### src/rtl/mem_arbiter.sv
//==============================================================================
// mem_arbiter : round-robin arbiter sharing one memory port between
//               instruction fetch and load/store data paths.
// Revision    : 1.0
//==============================================================================
`default_nettype none

module mem_arbiter #(
  parameter int ADDR_W = 32,
  parameter int DATA_W = 32
) (
  input  logic              clk_i,
  input  logic              rst_i,
  input  logic              if_req_i,
  input  logic [ADDR_W-1:0] if_addr_i,
  output logic              if_gnt_o,
  output logic              if_rvalid_o,
  output logic [DATA_W-1:0] if_rdata_o,
  input  logic              d_req_i,
  input  logic              d_we_i,
  input  logic [ADDR_W-1:0] d_addr_i,
  input  logic [DATA_W-1:0] d_wdata_i,
  output logic              d_gnt_o,
  output logic              d_rvalid_o,
  output logic [DATA_W-1:0] d_rdata_o,
  output logic              mem_req_o,
  output logic              mem_we_o,
  output logic [ADDR_W-1:0] mem_addr_o,
  output logic [DATA_W-1:0] mem_wdata_o,
  input  logic              mem_gnt_i,
  input  logic              mem_rvalid_i,
  input  logic [DATA_W-1:0] mem_rdata_i,
  output logic              busy_o
);

  typedef enum logic [1:0] {
    S_IDLE  = 2'd0,
    S_ISSUE = 2'd1,
    S_WAIT  = 2'd2
  } state_t;

  state_t              state_q, state_d;
  logic                owner_q, owner_d;   // 0 = fetch, 1 = data
  logic                pri_q, pri_d;       // 0 = data preferred, 1 = fetch preferred
  logic [ADDR_W-1:0]   addr_q, addr_d;
  logic                we_q, we_d;
  logic [DATA_W-1:0]   wdata_q, wdata_d;

  logic w_d_win;
  logic w_if_win;

  // On a tie pri picks the winner; a lone requester always wins.
  assign w_d_win  = d_req_i  & (~if_req_i | ~pri_q);
  assign w_if_win = if_req_i & (~d_req_i  |  pri_q);

  always_ff @(posedge clk_i) begin
    if (rst_i) begin
      state_q <= S_IDLE;
      owner_q <= 1'b0;
      pri_q   <= 1'b0;
      addr_q  <= '0;
      we_q    <= 1'b0;
      wdata_q <= '0;
    end else begin
      state_q <= state_d;
      owner_q <= owner_d;
      pri_q   <= pri_d;
      addr_q  <= addr_d;
      we_q    <= we_d;
      wdata_q <= wdata_d;
    end
  end

  always_comb begin
    state_d  = state_q;
    owner_d  = owner_q;
    pri_d    = pri_q;
    addr_d   = addr_q;
    we_d     = we_q;
    wdata_d  = wdata_q;
    if_gnt_o = 1'b0;
    d_gnt_o  = 1'b0;
    case (state_q)
      S_IDLE: begin
        if (w_d_win) begin
          d_gnt_o = 1'b1;
          owner_d = 1'b1;
          pri_d   = 1'b1;
          addr_d  = d_addr_i;
          we_d    = d_we_i;
          wdata_d = d_wdata_i;
          state_d = S_ISSUE;
        end else if (w_if_win) begin
          if_gnt_o = 1'b1;
          owner_d  = 1'b0;
          pri_d    = 1'b0;
          addr_d   = if_addr_i;
          we_d     = 1'b0;
          wdata_d  = '0;
          state_d  = S_ISSUE;
        end
      end
      S_ISSUE: if (mem_gnt_i)    state_d = S_WAIT;
      S_WAIT:  if (mem_rvalid_i) state_d = S_IDLE;
      default: state_d = S_IDLE;
    endcase
  end

  assign mem_req_o   = (state_q == S_ISSUE);
  assign mem_we_o    = we_q;
  assign mem_addr_o  = addr_q;
  assign mem_wdata_o = wdata_q;

  // Responses outside WAIT are dropped so stale or spurious acks never leak out.
  assign if_rvalid_o = mem_rvalid_i & (state_q == S_WAIT) & ~owner_q;
  assign d_rvalid_o  = mem_rvalid_i & (state_q == S_WAIT) &  owner_q;
  assign if_rdata_o  = mem_rdata_i;
  assign d_rdata_o   = mem_rdata_i;

  assign busy_o = (state_q != S_IDLE);

endmodule

`default_nettype wire

### config.mk
export PLATFORM = sky130hd
export DESIGN_NAME = mem_arbiter
export DESIGN_NICKNAME = d
export VERILOG_FILES = /design/src/rtl/mem_arbiter.sv
export SDC_FILE = /design/constraint.sdc
export NUM_CORES = 1
export LEC_CHECK = 0
export BUFFER_PORTS_ARGS = -buffer_cell sky130_fd_sc_hd__buf_2
export CORE_AREA = 4 4 102 104
export CTS_BUF_LIST = sky130_fd_sc_hd__clkbuf_8
export DETAILED_ROUTE_END_ITERATION = 8
export DIE_AREA = 0 0 106 108
export PLACE_DENSITY = 0.74
export SLEW_MARGIN = 25
export SYNTH_ARGS = -nofsm -noshare
export SYNTH_HDL_FRONTEND = slang
export SYNTH_SLANG_ARGS = --single-unit
### constraint.sdc
create_clock -name clk_i -period 2.71 [get_ports clk_i]
set_clock_uncertainty 0.15 [all_clocks]
set_input_delay 0.813 -clock clk_i [delete_from_list [all_inputs] [get_ports clk_i]]
set_output_delay 0.813 -clock clk_i [all_outputs]
set_load 0.01 [all_outputs]
Yosys cells after proc, flatten, opt, wreduce, memory -nomap -nowiden
Cells that the tools add are included.
{"block": "word_totals", "register_bits": 68, "latch_bits": 0, "ram_bits": 0, "rom_bits": 0, "inputBits": 135, "out_inout_bits": 135, "wordCells": 42, "memories": 0}
{"block": "op_classes", "addsub": 0, "mul": 0, "div": 0, "magnitude_cmp": 0, "eq_ne": 5, "n_shift": 0, "muxes": 17, "n_bitwise": 10, "n_reduce_logical": 5}
{"op": "$mux 32", "count": 4}
{"op": "$mux 1", "count": 8}
{"op": "$mux 2", "count": 4}
{"op": "$pmux 2 s3", "count": 1}
{"op": "$and 1x1->1", "count": 5}
{"op": "$reduce_bool 2->1", "count": 2}
{"op": "$ne 3x3->1 const B", "count": 1}
{"op": "$not 1->1", "count": 3}
{"op": "$reduce_and 3->1", "count": 1}
{"op": "$eq 2x1->1 const B", "count": 1}
{"op": "$eq 2x2->1 const B", "count": 1}
{"op": "$logic_not 2->1", "count": 1}
{"op": "$ne 2x1->1 const B", "count": 1}
{"op": "$ne 2x2->1 const B", "count": 1}
{"op": "$or 1x1->1", "count": 2}
{"op": "$reduce_and 2->1", "count": 1}

Logic depth before layout (Yosys ltp)
{"block": "depth", "ltp_word": 6, "ltp_mapped": 6, "depth_no_buf": 3}

Worst setup path after synthesis
OpenSTA, ideal clock, no wires.
{"block": "synth_timing", "kind": "input -> output", "startpoint": "input d_req_i", "endpoint": "output d_gnt_o", "t_arrival_ps": 1487, "slack_ps": 260, "stages": 4, "path_buffers": 2, "path_cell_list": "a21bo_1 buf_2 clkbuf_1 nor2_1"}
{"block": "synth_between", "elab_chain_len": 3}
{"element": "start: declaration", "line_no": "19", "text": "input logic d_req_i,"}
{"element": "$and 1x1->1", "line_no": "53", "text": "assign w_d_win = d_req_i & (~if_req_i | ~pri_q);"}
{"element": "$mux 1", "line_no": "85", "text": "if (w_d_win) begin"}
{"element": "$mux 1", "line_no": "83", "text": "case (state_q)"}
{"element": "end: declaration", "line_no": "23", "text": "output logic d_gnt_o,"}
No other way between the ends.

Worst setup path in the final report
{"block": "layout_timing", "startpoint": "input if_req_i", "endpoint": "output if_gnt_o"}
{"block": "layout_between", "elab_chain_len": 5}
{"element": "start: declaration", "line_no": "14", "text": "input logic if_req_i,"}
{"element": "$not 1->1", "line_no": "53"}
{"element": "$or 1x1->1", "line_no": "53"}
{"element": "$and 1x1->1", "line_no": "53"}
{"element": "$mux 1 *", "line_no": "85"}
{"element": "$mux 1 *", "line_no": "83"}
{"element": "end: declaration", "line_no": "16", "text": "output logic if_gnt_o,"}
Every way passes the cells marked *; elsewhere a longest branch is shown, timed or not.

==> impl_metrics.toml <==
[worst_setup_path]
crit_slowest_cell = "or3b_1"
endpoint_kind = "primary output"
ff2ff_path_depth = 4
ff2ff_setup_slack_ps = 620
crit_fanout = 5
start_kind = "input pin"
critPathKind = "input pin to primary output"
critPathRequiredTime_ps = 1750
slowest_delay_ps = 370
r2r-end = "mem_addr_o[0]$_SDFFE_PP0P_"
cpLargestDelayFamily = "simple AND/OR/NAND/NOR gates"
cpMostUsedCell = "buf_2"
critical_path_buf_inv_count = 2
worstPathCellList = "buf_2 -> or3b_1 -> a21oi_1 -> buf_2"
worstReg2RegStart = "state_q[1]$_SDFFE_PP0P_"
cp.arrival_ps = 1580

[synthesis]
synth_area_leaders = "dfxtp_1 41%, buf_4 15%, a311oi_2 14%"
synth_top_area_share_pct = 41.0
synthesis.nets = 484
ys_seq_area_share_pct = 41.0
synth_seq_cells = 68
synth_area_um2 = 3320
yosys.area.top_type = "dfxtp_1"
ys_types = 25
synth_area_per_cell_um2 = 9.52
ys_warn_count = 0
syn_inst = 349

[routing]
post_drt_wl_per_cell_um = 17.0
antenna_left = 0
vias = 2884
drc = 0
drt_pass1_iterations = 4
drtIter0Drc = 116
drt_wl_total_mm = 9.92
vias_per_cell = 4.93

[job]
drv_cap = 0

[clock_network]
numCtsBuffers = 9
cts.clk_slew.worst_paths_ps = 80
ctsHoldBuffers = 0
cts_max_level = 3
clock_latency_ps = 340
clk_path_buf_depth = 2
cts_tree = "built"
cts_sinks = 68
ctsResizeCount = 0
cts_root_buf = "clkbuf_8"
cts_setup_buffers = 0

[finish]
multiInputGateArea_um2 = 1310
final_nets = 582
n_fill_cell = 996
syn2layout_area_growth_pct = 18.9
final_area_um2 = 3950
stdcell_count = 585
drive_above_1_share_pct = 51.5
regArea_um2 = 1360
diodes = 0

[placement]
dpl.cell_count = 569
hpwl_mm = 7.56
gp_congestion = 0.681
portBuffers = 173
dp_slack_ps = 163
place_area_um2 = 3770

[min_path]
min_path_type = "register to register"
min_path_cells = 1
hp-start = "mem_wdata_o[10]$_SDFFE_PP0P_"
whs_endpoint = "mem_wdata_o[10]$_SDFFE_PP0P_"

[grt]
grt_use_total_pct = 16.6
grt_overflow_total = 0
grt_max_degree = 37
grt_pass1_vias = 2867
grt_pass1_wl_mm = 14.9
antenna_found_initial = 0

[pwr]
clockPowerShare_pct = 30.7
p_switching_mw = 0.782
total_leakage_power_nw = 1.91
p_total_mw = 2.48
swShare_pct = 31.5
p_comb_share_pct = 23.2
vdd_ir_drop_max_mv = 0.224
seq_power_share_pct = 46.2
p_per_area_nw_per_um2 = 628
p_int_mw = 1.70

[timing]
final-hold-violation-count = 0
max_freq_ghz = 0.393
setup_viol = 0
rsz0062_at_grt = "false"
slew_violations = 0
setup_ws_ps = 163
relSlewSlack_pct = 61.6
fin_crit_ps = 2550
fin_crit_sh_pct = 94.0
tns_ps = 0
tightest_slew_ps = 575

[floorplanning]
io_pins = 270
core_area_um2 = 9550
fp.dieW_um = 106
fp.dieH_um = 108
die_area_um2 = 11400
std_cell_rows = 36
start_util_pct = 34.8

[outcome]
status = "finished clean"
## stage by stage
step | hold WS (ps) | util (%)
after floorplan | 340 | -
after global placement | 305 | 39.5
after detailed placement | 309 | 39.5
after CTS | 331 | 41.4
after global routing | 346 | 41.4
final | 327 | 41.4
## flip-flops by register name, summed over array words and instances, names as in the netlist
| name | count |
|---|---|
| mem_addr_o | 32 |
| pri_q | 1 |
| state_q | 2 |
| mem_we_o | 1 |
| mem_wdata_o | 32 |
## logic make-up after synthesis
group	Yosys count	synth area share, %
buffers and inverters	97	19.9
AO/OA/AOI/OAI	105	29.3
flip-flops	68	41.0
AND/OR/NAND/NOR	79	9.79
## per-layer routing
| layer | GRT usage, % | share of wire, % | vias to the layer above |
|---|---|---|---|
| met5 | 0 | 0 | - |
| met4 | 3.98 | 0.75 | 0 |
| met3 | 7.16 | 9.9 | 8 |
| met2 | 31.1 | 52 | 177 |
| met1 | 16.9 | 37 | 1335 |
| li1 | - | - | 1364 |
## worst max-delay path by stage
stage	to	slack, ps	cells after the start	from
3_3_place_gp	if_gnt_o	180	4	if_req_i
5_1_grt	if_gnt_o	100	4	if_req_i
2_1_floorplan	d_gnt_o	260	4	d_req_i
6_report	if_gnt_o	160	4	if_req_i
4_1_cts	if_gnt_o	160	4	if_req_i
3_5_place_dp	if_gnt_o	160	4	if_req_i
## power groups by stage
stage | Clock (mW) | Sequential [mW] | Combinational [mW]
after floorplan | 0 | 1.21 | 0.412
after global placement | 0 | 1.17 | 0.570
after detailed placement | 0 | 1.17 | 0.584
after CTS | 0.784 | 1.15 | 0.585
after global routing | 0.824 | 1.16 | 0.628
final | 0.761 | 1.15 | 0.575
## area by class of cell
class | count | share of cell area, %
multi-input cells | 184 | 33.1
flip-flops and latches | 68 | 34.5
clock inverters | 6 | 1.01
inverters | 3 | 0.285
well taps | 133 | 4.21
clock buffers | 10 | 3.48
repair buffers | 181 | 23.4
## synthesized netlist by cell type (all sizes together)
cell     n
a21bo    1
a21boi   1
a21oi   37
a22o    33
a22oi    1
a311oi  32
and2     1
and3     3
buf     80
clkbuf  14
dfxtp   68
inv      3
nand2   66
nand2b   1
nand3    1
nor2     3
nor2b    2
or2      1
or3b     1
## cells in the final DEF, fill, tap and decap left out, types with 3 or more instances in the layout
cell type  instances
dfxtp_1           68
clkbuf_8          10
a311oi_2          30
nand2_1           66
a22o_1            33
clkinv_2           3
buf_4              8
a21oi_1           36
buf_2            173
## worst register-to-register path: stages (launching register included)
cell,delay (ps)
dfxtp_1,360
nor2_4,230
buf_4,400
and2_4,580
a311oi_2,200
Power figures use the tool's default switching activity.
